--- src/rtl/seq_det_pkg.sv ---
// Shared constants and helpers for the detection-event time-stamp queue.
package seq_det_pkg;

    localparam int unsigned TS_WIDTH_DEF  = 16;
    localparam int unsigned DEPTH_DEF     = 8;
    localparam int unsigned CNT_WIDTH_DEF = 16;

    // Increment v, holding at all-ones of a w-bit field (w <= 32).
    function automatic logic [31:0] sat_inc(
        input logic [31:0] v,
        input int unsigned w
    );
        logic [32:0] max;
        max = (33'd1 << w) - 33'd1;
        if ({1'b0, v} >= max) begin
            return v;
        end
        return v + 32'd1;
    endfunction

endpackage

--- src/rtl/sync_fifo_fwft.sv ---
// First-word-fall-through FIFO; pointers carry an extra MSB
// so full and empty are told apart without a separate flag.
module sync_fifo_fwft #(
    parameter int unsigned WIDTH = 16,
    parameter int unsigned DEPTH = 8
) (
    input  logic                     clk_i,
    input  logic                     rst_i,
    input  logic                     push_i,
    input  logic [WIDTH-1:0]         data_i,
    input  logic                     pop_i,
    output logic                     valid_o,
    output logic [WIDTH-1:0]         data_o,
    output logic [$clog2(DEPTH):0]   level_o,
    output logic                     full_o
);

    localparam int unsigned AW = $clog2(DEPTH);

    logic [AW:0]      wr_ptr_q, wr_ptr_d;
    logic [AW:0]      rd_ptr_q, rd_ptr_d;
    logic [WIDTH-1:0] mem_q [DEPTH];
    logic [WIDTH-1:0] mem_d [DEPTH];
    logic             do_push;
    logic             do_pop;

    assign level_o = wr_ptr_q - rd_ptr_q;
    assign valid_o = (wr_ptr_q != rd_ptr_q);
    assign full_o  = (wr_ptr_q[AW] != rd_ptr_q[AW]) &&
                     (wr_ptr_q[AW-1:0] == rd_ptr_q[AW-1:0]);
    assign data_o  = mem_q[rd_ptr_q[AW-1:0]];

    // A full queue still accepts a write when the head leaves at the same edge.
    assign do_pop  = pop_i && valid_o;
    assign do_push = push_i && (!full_o || do_pop);

    always_comb begin
        wr_ptr_d = wr_ptr_q;
        rd_ptr_d = rd_ptr_q;
        mem_d    = mem_q;
        if (do_push) begin
            mem_d[wr_ptr_q[AW-1:0]] = data_i;
            wr_ptr_d = wr_ptr_q + 1'b1;
        end
        if (do_pop) begin
            rd_ptr_d = rd_ptr_q + 1'b1;
        end
    end

    always_ff @(posedge clk_i) begin
        if (rst_i) begin
            wr_ptr_q <= '0;
            rd_ptr_q <= '0;
        end else begin
            wr_ptr_q <= wr_ptr_d;
            rd_ptr_q <= rd_ptr_d;
        end
    end

    // Storage is left untouched by reset; the pointers define what is live.
    always_ff @(posedge clk_i) begin
        mem_q <= mem_d;
    end

endmodule

--- src/rtl/seq_det_event_fifo.sv ---
// Time-stamps detector pulses and queues them for a valid/ready consumer,
// keeping saturating detection and drop counts plus a sticky overflow flag.
module seq_det_event_fifo
    import seq_det_pkg::*;
#(
    parameter int unsigned TS_WIDTH  = TS_WIDTH_DEF,
    parameter int unsigned DEPTH     = DEPTH_DEF,
    parameter int unsigned CNT_WIDTH = CNT_WIDTH_DEF
) (
    input  logic                   clk_i,
    input  logic                   rst_i,
    input  logic                   detected_i,
    input  logic                   evt_ready_i,
    output logic                   evt_valid_o,
    output logic [TS_WIDTH-1:0]    evt_ts_o,
    output logic [$clog2(DEPTH):0] level_o,
    output logic [CNT_WIDTH-1:0]   total_o,
    output logic [CNT_WIDTH-1:0]   drop_o,
    output logic                   overflow_o
);

    logic [TS_WIDTH-1:0]  ts_q, ts_d;
    logic [CNT_WIDTH-1:0] total_q, total_d;
    logic [CNT_WIDTH-1:0] drop_q, drop_d;
    logic                 ovf_q, ovf_d;
    logic                 full;
    logic                 pop;
    logic                 push;
    logic                 drop;

    assign pop  = evt_valid_o && evt_ready_i;
    assign push = detected_i && (!full || pop);
    assign drop = detected_i && !push;

    sync_fifo_fwft #(
        .WIDTH (TS_WIDTH),
        .DEPTH (DEPTH)
    ) u_fifo (
        .clk_i   (clk_i),
        .rst_i   (rst_i),
        .push_i  (push),
        .data_i  (ts_q),
        .pop_i   (pop),
        .valid_o (evt_valid_o),
        .data_o  (evt_ts_o),
        .level_o (level_o),
        .full_o  (full)
    );

    always_comb begin
        ts_d    = ts_q + 1'b1;
        total_d = total_q;
        drop_d  = drop_q;
        ovf_d   = ovf_q;
        if (detected_i) begin
            total_d = CNT_WIDTH'(sat_inc(32'(total_q), CNT_WIDTH));
        end
        if (drop) begin
            drop_d = CNT_WIDTH'(sat_inc(32'(drop_q), CNT_WIDTH));
            ovf_d  = 1'b1;
        end
    end

    always_ff @(posedge clk_i) begin
        if (rst_i) begin
            ts_q    <= '0;
            total_q <= '0;
            drop_q  <= '0;
            ovf_q   <= 1'b0;
        end else begin
            ts_q    <= ts_d;
            total_q <= total_d;
            drop_q  <= drop_d;
            ovf_q   <= ovf_d;
        end
    end

    assign total_o    = total_q;
    assign drop_o     = drop_q;
    assign overflow_o = ovf_q;

endmodule

--- config.mk ---
export PLATFORM = sky130hd
export DESIGN_NAME = seq_det_event_fifo
export DESIGN_NICKNAME = d
export VERILOG_FILES = /design/src/rtl/seq_det_pkg.sv /design/src/rtl/sync_fifo_fwft.sv /design/src/rtl/seq_det_event_fifo.sv
export SDC_FILE = /design/constraint.sdc
export NUM_CORES = 1
export LEC_CHECK = 0
export BUFFER_PORTS_ARGS = -buffer_cell sky130_fd_sc_hd__buf_2
export CAP_MARGIN = 15
export CORE_MARGIN = 2
export CORE_UTILIZATION = 45
export DETAILED_ROUTE_END_ITERATION = 6
export PLACE_DENSITY = 0.6
export SYNTH_ARGS = -nofsm -noshare
export SYNTH_HDL_FRONTEND = slang
export SYNTH_HIERARCHICAL = 1
export SYNTH_SLANG_ARGS = --single-unit
--- constraint.sdc ---
create_clock -name clk_i -period 4.7 [get_ports clk_i]
set_input_delay 0.235 -clock clk_i [delete_from_list [all_inputs] [get_ports clk_i]]
set_output_delay 0.235 -clock clk_i [all_outputs]
set_load 0.005 [all_outputs]
==> impl_metrics.yaml <==
run_status:
  outcome: "complete, no violations"
floorplanning:
  die_h_um: 137
  ioPinCount: 58
  core.rowCount: 48
  fp.dieArea_um2: 18700
  initial_core_util_pct: 45.9
  die_w_um: 137
  core_um2: 17200
logic_synthesis:
  ys_ff_latch: 185
  synth_cell_type_count: 55
  syn_area_per_cell_um2: 13.5
  ys.flop_type: "edfxtp_1"
  syn_nets: 598
  seq_area_frac_synth_pct: 63.0
  syn-instance-count: 585
  synthArstFlopShare_pct: 0
  synth_edf_count: 128
  synth_area_um2: 7910
  yosysWarnings: 6
finish:
  layout_commonest_cell: "edfxtp_1"
  fill_cells: 1461
  drive_above_1_share_pct: 24.6
  multi_input_area_um2: 2740
  final_util_pct: 52.3
  fin_cells: 887
  seq_area_um2: 4990
  fin_nets: 662
  synthToLayoutAreaGrowth_pct: 14.0
  mostFrequentLayoutCells: "edfxtp_1, nand2_1, buf_2"
  design_area_um2: 9020
  n_antenna_cell: 0
grt:
  first_global_vias: 5075
  antenna_found_initial: 0
  grt.total_usage_pct: 18.6
  grt_max_degree: 67
  grt_overflow: 0
  grt_pass1_wl_um: 26400
sta:
  finClkSkew_ns: 0.0113
  tns_ns: 0
  grt_setup_unrepaired: "no"
  setup_viol: 0
  finalHoldViolCount: 0
  relSlewSlack_pct: 31.4
  fin_crit_sh_pct: 67.0
  fmax_ghz: 0.317
  tightest_slew_ns: 1.02
  maxSlewViolCount: 0
  post-route-min-period_ns: 3.15
placement:
  post-dp-hpwl_um: 9950
  port_buffers: 57
  place_inst: 855
  routabilityCongestion: 0.842
  dpl_cell_area_um2: 8460
hold_path:
  hp-class: "primary input to flip-flop"
  hold_path_end: "total_o[8]$_SDFFE_PP0P_"
  hold_start: "detected_i"
  whs_path_depth: 3
detailed_routing:
  finalWirelength_um: 15900
  vias_per_cell: 5.58
  firstDrtPassIters: 4
  dr.first_iter.drc_count: 325
  wl_per_cell_um: 17.9
  ant_nets: 0
  drc: 0
  vias: 4948
cts:
  cts_setup_buffers: 0
  insertion_delay_ns: 0.42
  cts_root_buf: "clkbuf_16"
  cts_tree: "done"
  cts_hold_buffers: 0
  htreeDepth: 4
  clock_path_buffers: 2
  cts_sinks: 185
  cts.clk_slew.worst_paths_ns: 0.07
  postCtsResizedCells: 0
  cts_buffers: 17
setup_path:
  timing.rr.end: "drop_o[15]$_SDFFE_PP0P_"
  cp_max_fo: 17
  worst_setup_path_end_kind: "flip-flop"
  critPathLaunchType: "flip-flop"
  rr_startpoint: "u_fifo/rd_ptr_q[2]$_SDFFE_PP0P_"
  rr_worst_depth: 9
  critical_path_required_ns: 5.02
  rrSetupSlack_ns: 1.55
  crit_type: "flip-flop to flip-flop"
  crit_arrival_ns: 3.47
run:
  drv_cap: 0
power_and_ir_drop:
  power_leakage_nw: 3.12
  powerDensity_nw_per_um2: 370
  ir_drop_uv: 241
  totalPowerFinal_mw: 3.33
==> kinds of logic (layout without fill, tap and decap cells) <==
group                      Yosys count  after routing  synth area share, %
AOI/OAI and AO/OA                   71             71                 6.03
xor gates and xnor gates            16             16                 2.01
adders and majority gates            9              9                 1.52
buffers and inverters               45            122                 2.74
DFF                                185            185                 63.0
muxes                               42             42                 10.5
and+or+nand+nor                    217            217                 14.2
==> flip-flops by register name, summed over array words and instances (netlist names) <==
signal           cells
drop_o              16
overflow_o           1
total_o             16
ts_q                16
u_fifo/mem_q       128
u_fifo/rd_ptr_q      4
u_fifo/wr_ptr_q      4
==> per-layer routing <==
metal	GRT usage, %	vias to the layer above	routed length, µm
met5	0	-	0
met4	4.63	0	138
met3	3.67	10	590
met2	31.9	100	8130
met1	24.2	2485	7030
li1	-	2353	-
==> where the power goes <==
| part | leakage, nW | switching (mW) | internal (mW) |
|---|---|---|---|
| Combinational | 1.19 | 0.119 | 0.102 |
| Sequential | 1.66 | 0.0200 | 1.76 |
| Clock | 0.268 | 0.634 | 0.698 |
| Total | 3.12 | 0.773 | 2.56 |
==> synth_stat cells, drive strengths merged, types with 4 or more instances <==
| library cell | number | area (µm²) |
|---|---|---|
| nand2 | 73 | 274 |
| mux4 | 32 | 721 |
| nand3 | 23 | 120 |
| nor3 | 12 | 65.1 |
| clkbuf | 12 | 65.1 |
| nand4 | 12 | 75.1 |
| a211oi | 5 | 37.5 |
| or4 | 15 | 120 |
| edfxtp | 128 | 3840 |
| nor2b | 10 | 62.6 |
| nor2 | 32 | 120 |
| mux2 | 8 | 90.1 |
| ha | 8 | 100 |
| a21oi | 30 | 150 |
| xor2 | 4 | 35.0 |
| buf | 14 | 80.1 |
| and2 | 4 | 26.3 |
| inv | 18 | 67.6 |
| xnor2 | 12 | 124 |
| nor4 | 7 | 58.8 |
| dfxtp | 57 | 1140 |
| and3 | 11 | 72.6 |
| or3 | 7 | 43.8 |
| o21ai | 11 | 55.1 |
| o31ai | 15 | 140 |
==> critical path, cell delays in order (launching register included) <==
cell and delay (ns):
dfxtp_1 0.34, clkinv_1 0.06, buf_4 0.21, ha_1 0.36, nand3_1 0.26, nor2_1 0.18
a21boi_4 0.26, nand4_1 0.38, or4_2 0.75, a211oi_1 0.25
==> worst max path at each step <==
| stage | startpoint | end | slack (ns) | cells past startpoint |
|---|---|---|---|---|
| after floorplan | u_fifo/rd_ptr_q[1]$_SDFFE_PP0P_ | u_fifo/mem_q[48]$_DFFE_PP_ | 0.55 | 10 |
| after global placement | u_fifo/rd_ptr_q[2]$_SDFFE_PP0P_ | drop_o[15]$_SDFFE_PP0P_ | 1.73 | 9 |
| after detailed placement | u_fifo/rd_ptr_q[2]$_SDFFE_PP0P_ | drop_o[15]$_SDFFE_PP0P_ | 1.60 | 9 |
| final | u_fifo/rd_ptr_q[2]$_SDFFE_PP0P_ | drop_o[15]$_SDFFE_PP0P_ | 1.55 | 9 |
| after CTS | u_fifo/rd_ptr_q[2]$_SDFFE_PP0P_ | drop_o[15]$_SDFFE_PP0P_ | 1.55 | 9 |
| after global routing | u_fifo/rd_ptr_q[2]$_SDFFE_PP0P_ | drop_o[15]$_SDFFE_PP0P_ | 1.29 | 9 |
==> through the flow <==
stage,hold slack (ns),setup slack [ns]
2_1_floorplan,0.463,0.551
3_3_place_gp,0.452,1.73
3_5_place_dp,0.475,1.60
4_1_cts,0.276,1.55
5_1_grt,0.304,1.29
6_report,0.302,1.55
==> layout make-up <==
class,count,share of cell area [%]
Clock buffer,17,4.72
Sequential cell,185,55.3
Clock inverter,15,1.43
Multi-Input combinational cell,355,30.3
Timing Repair Buffer,71,4.33
Tap cell,225,3.12
Inverter,19,0.791
Note: power is estimated with default switching activity, not from simulation.
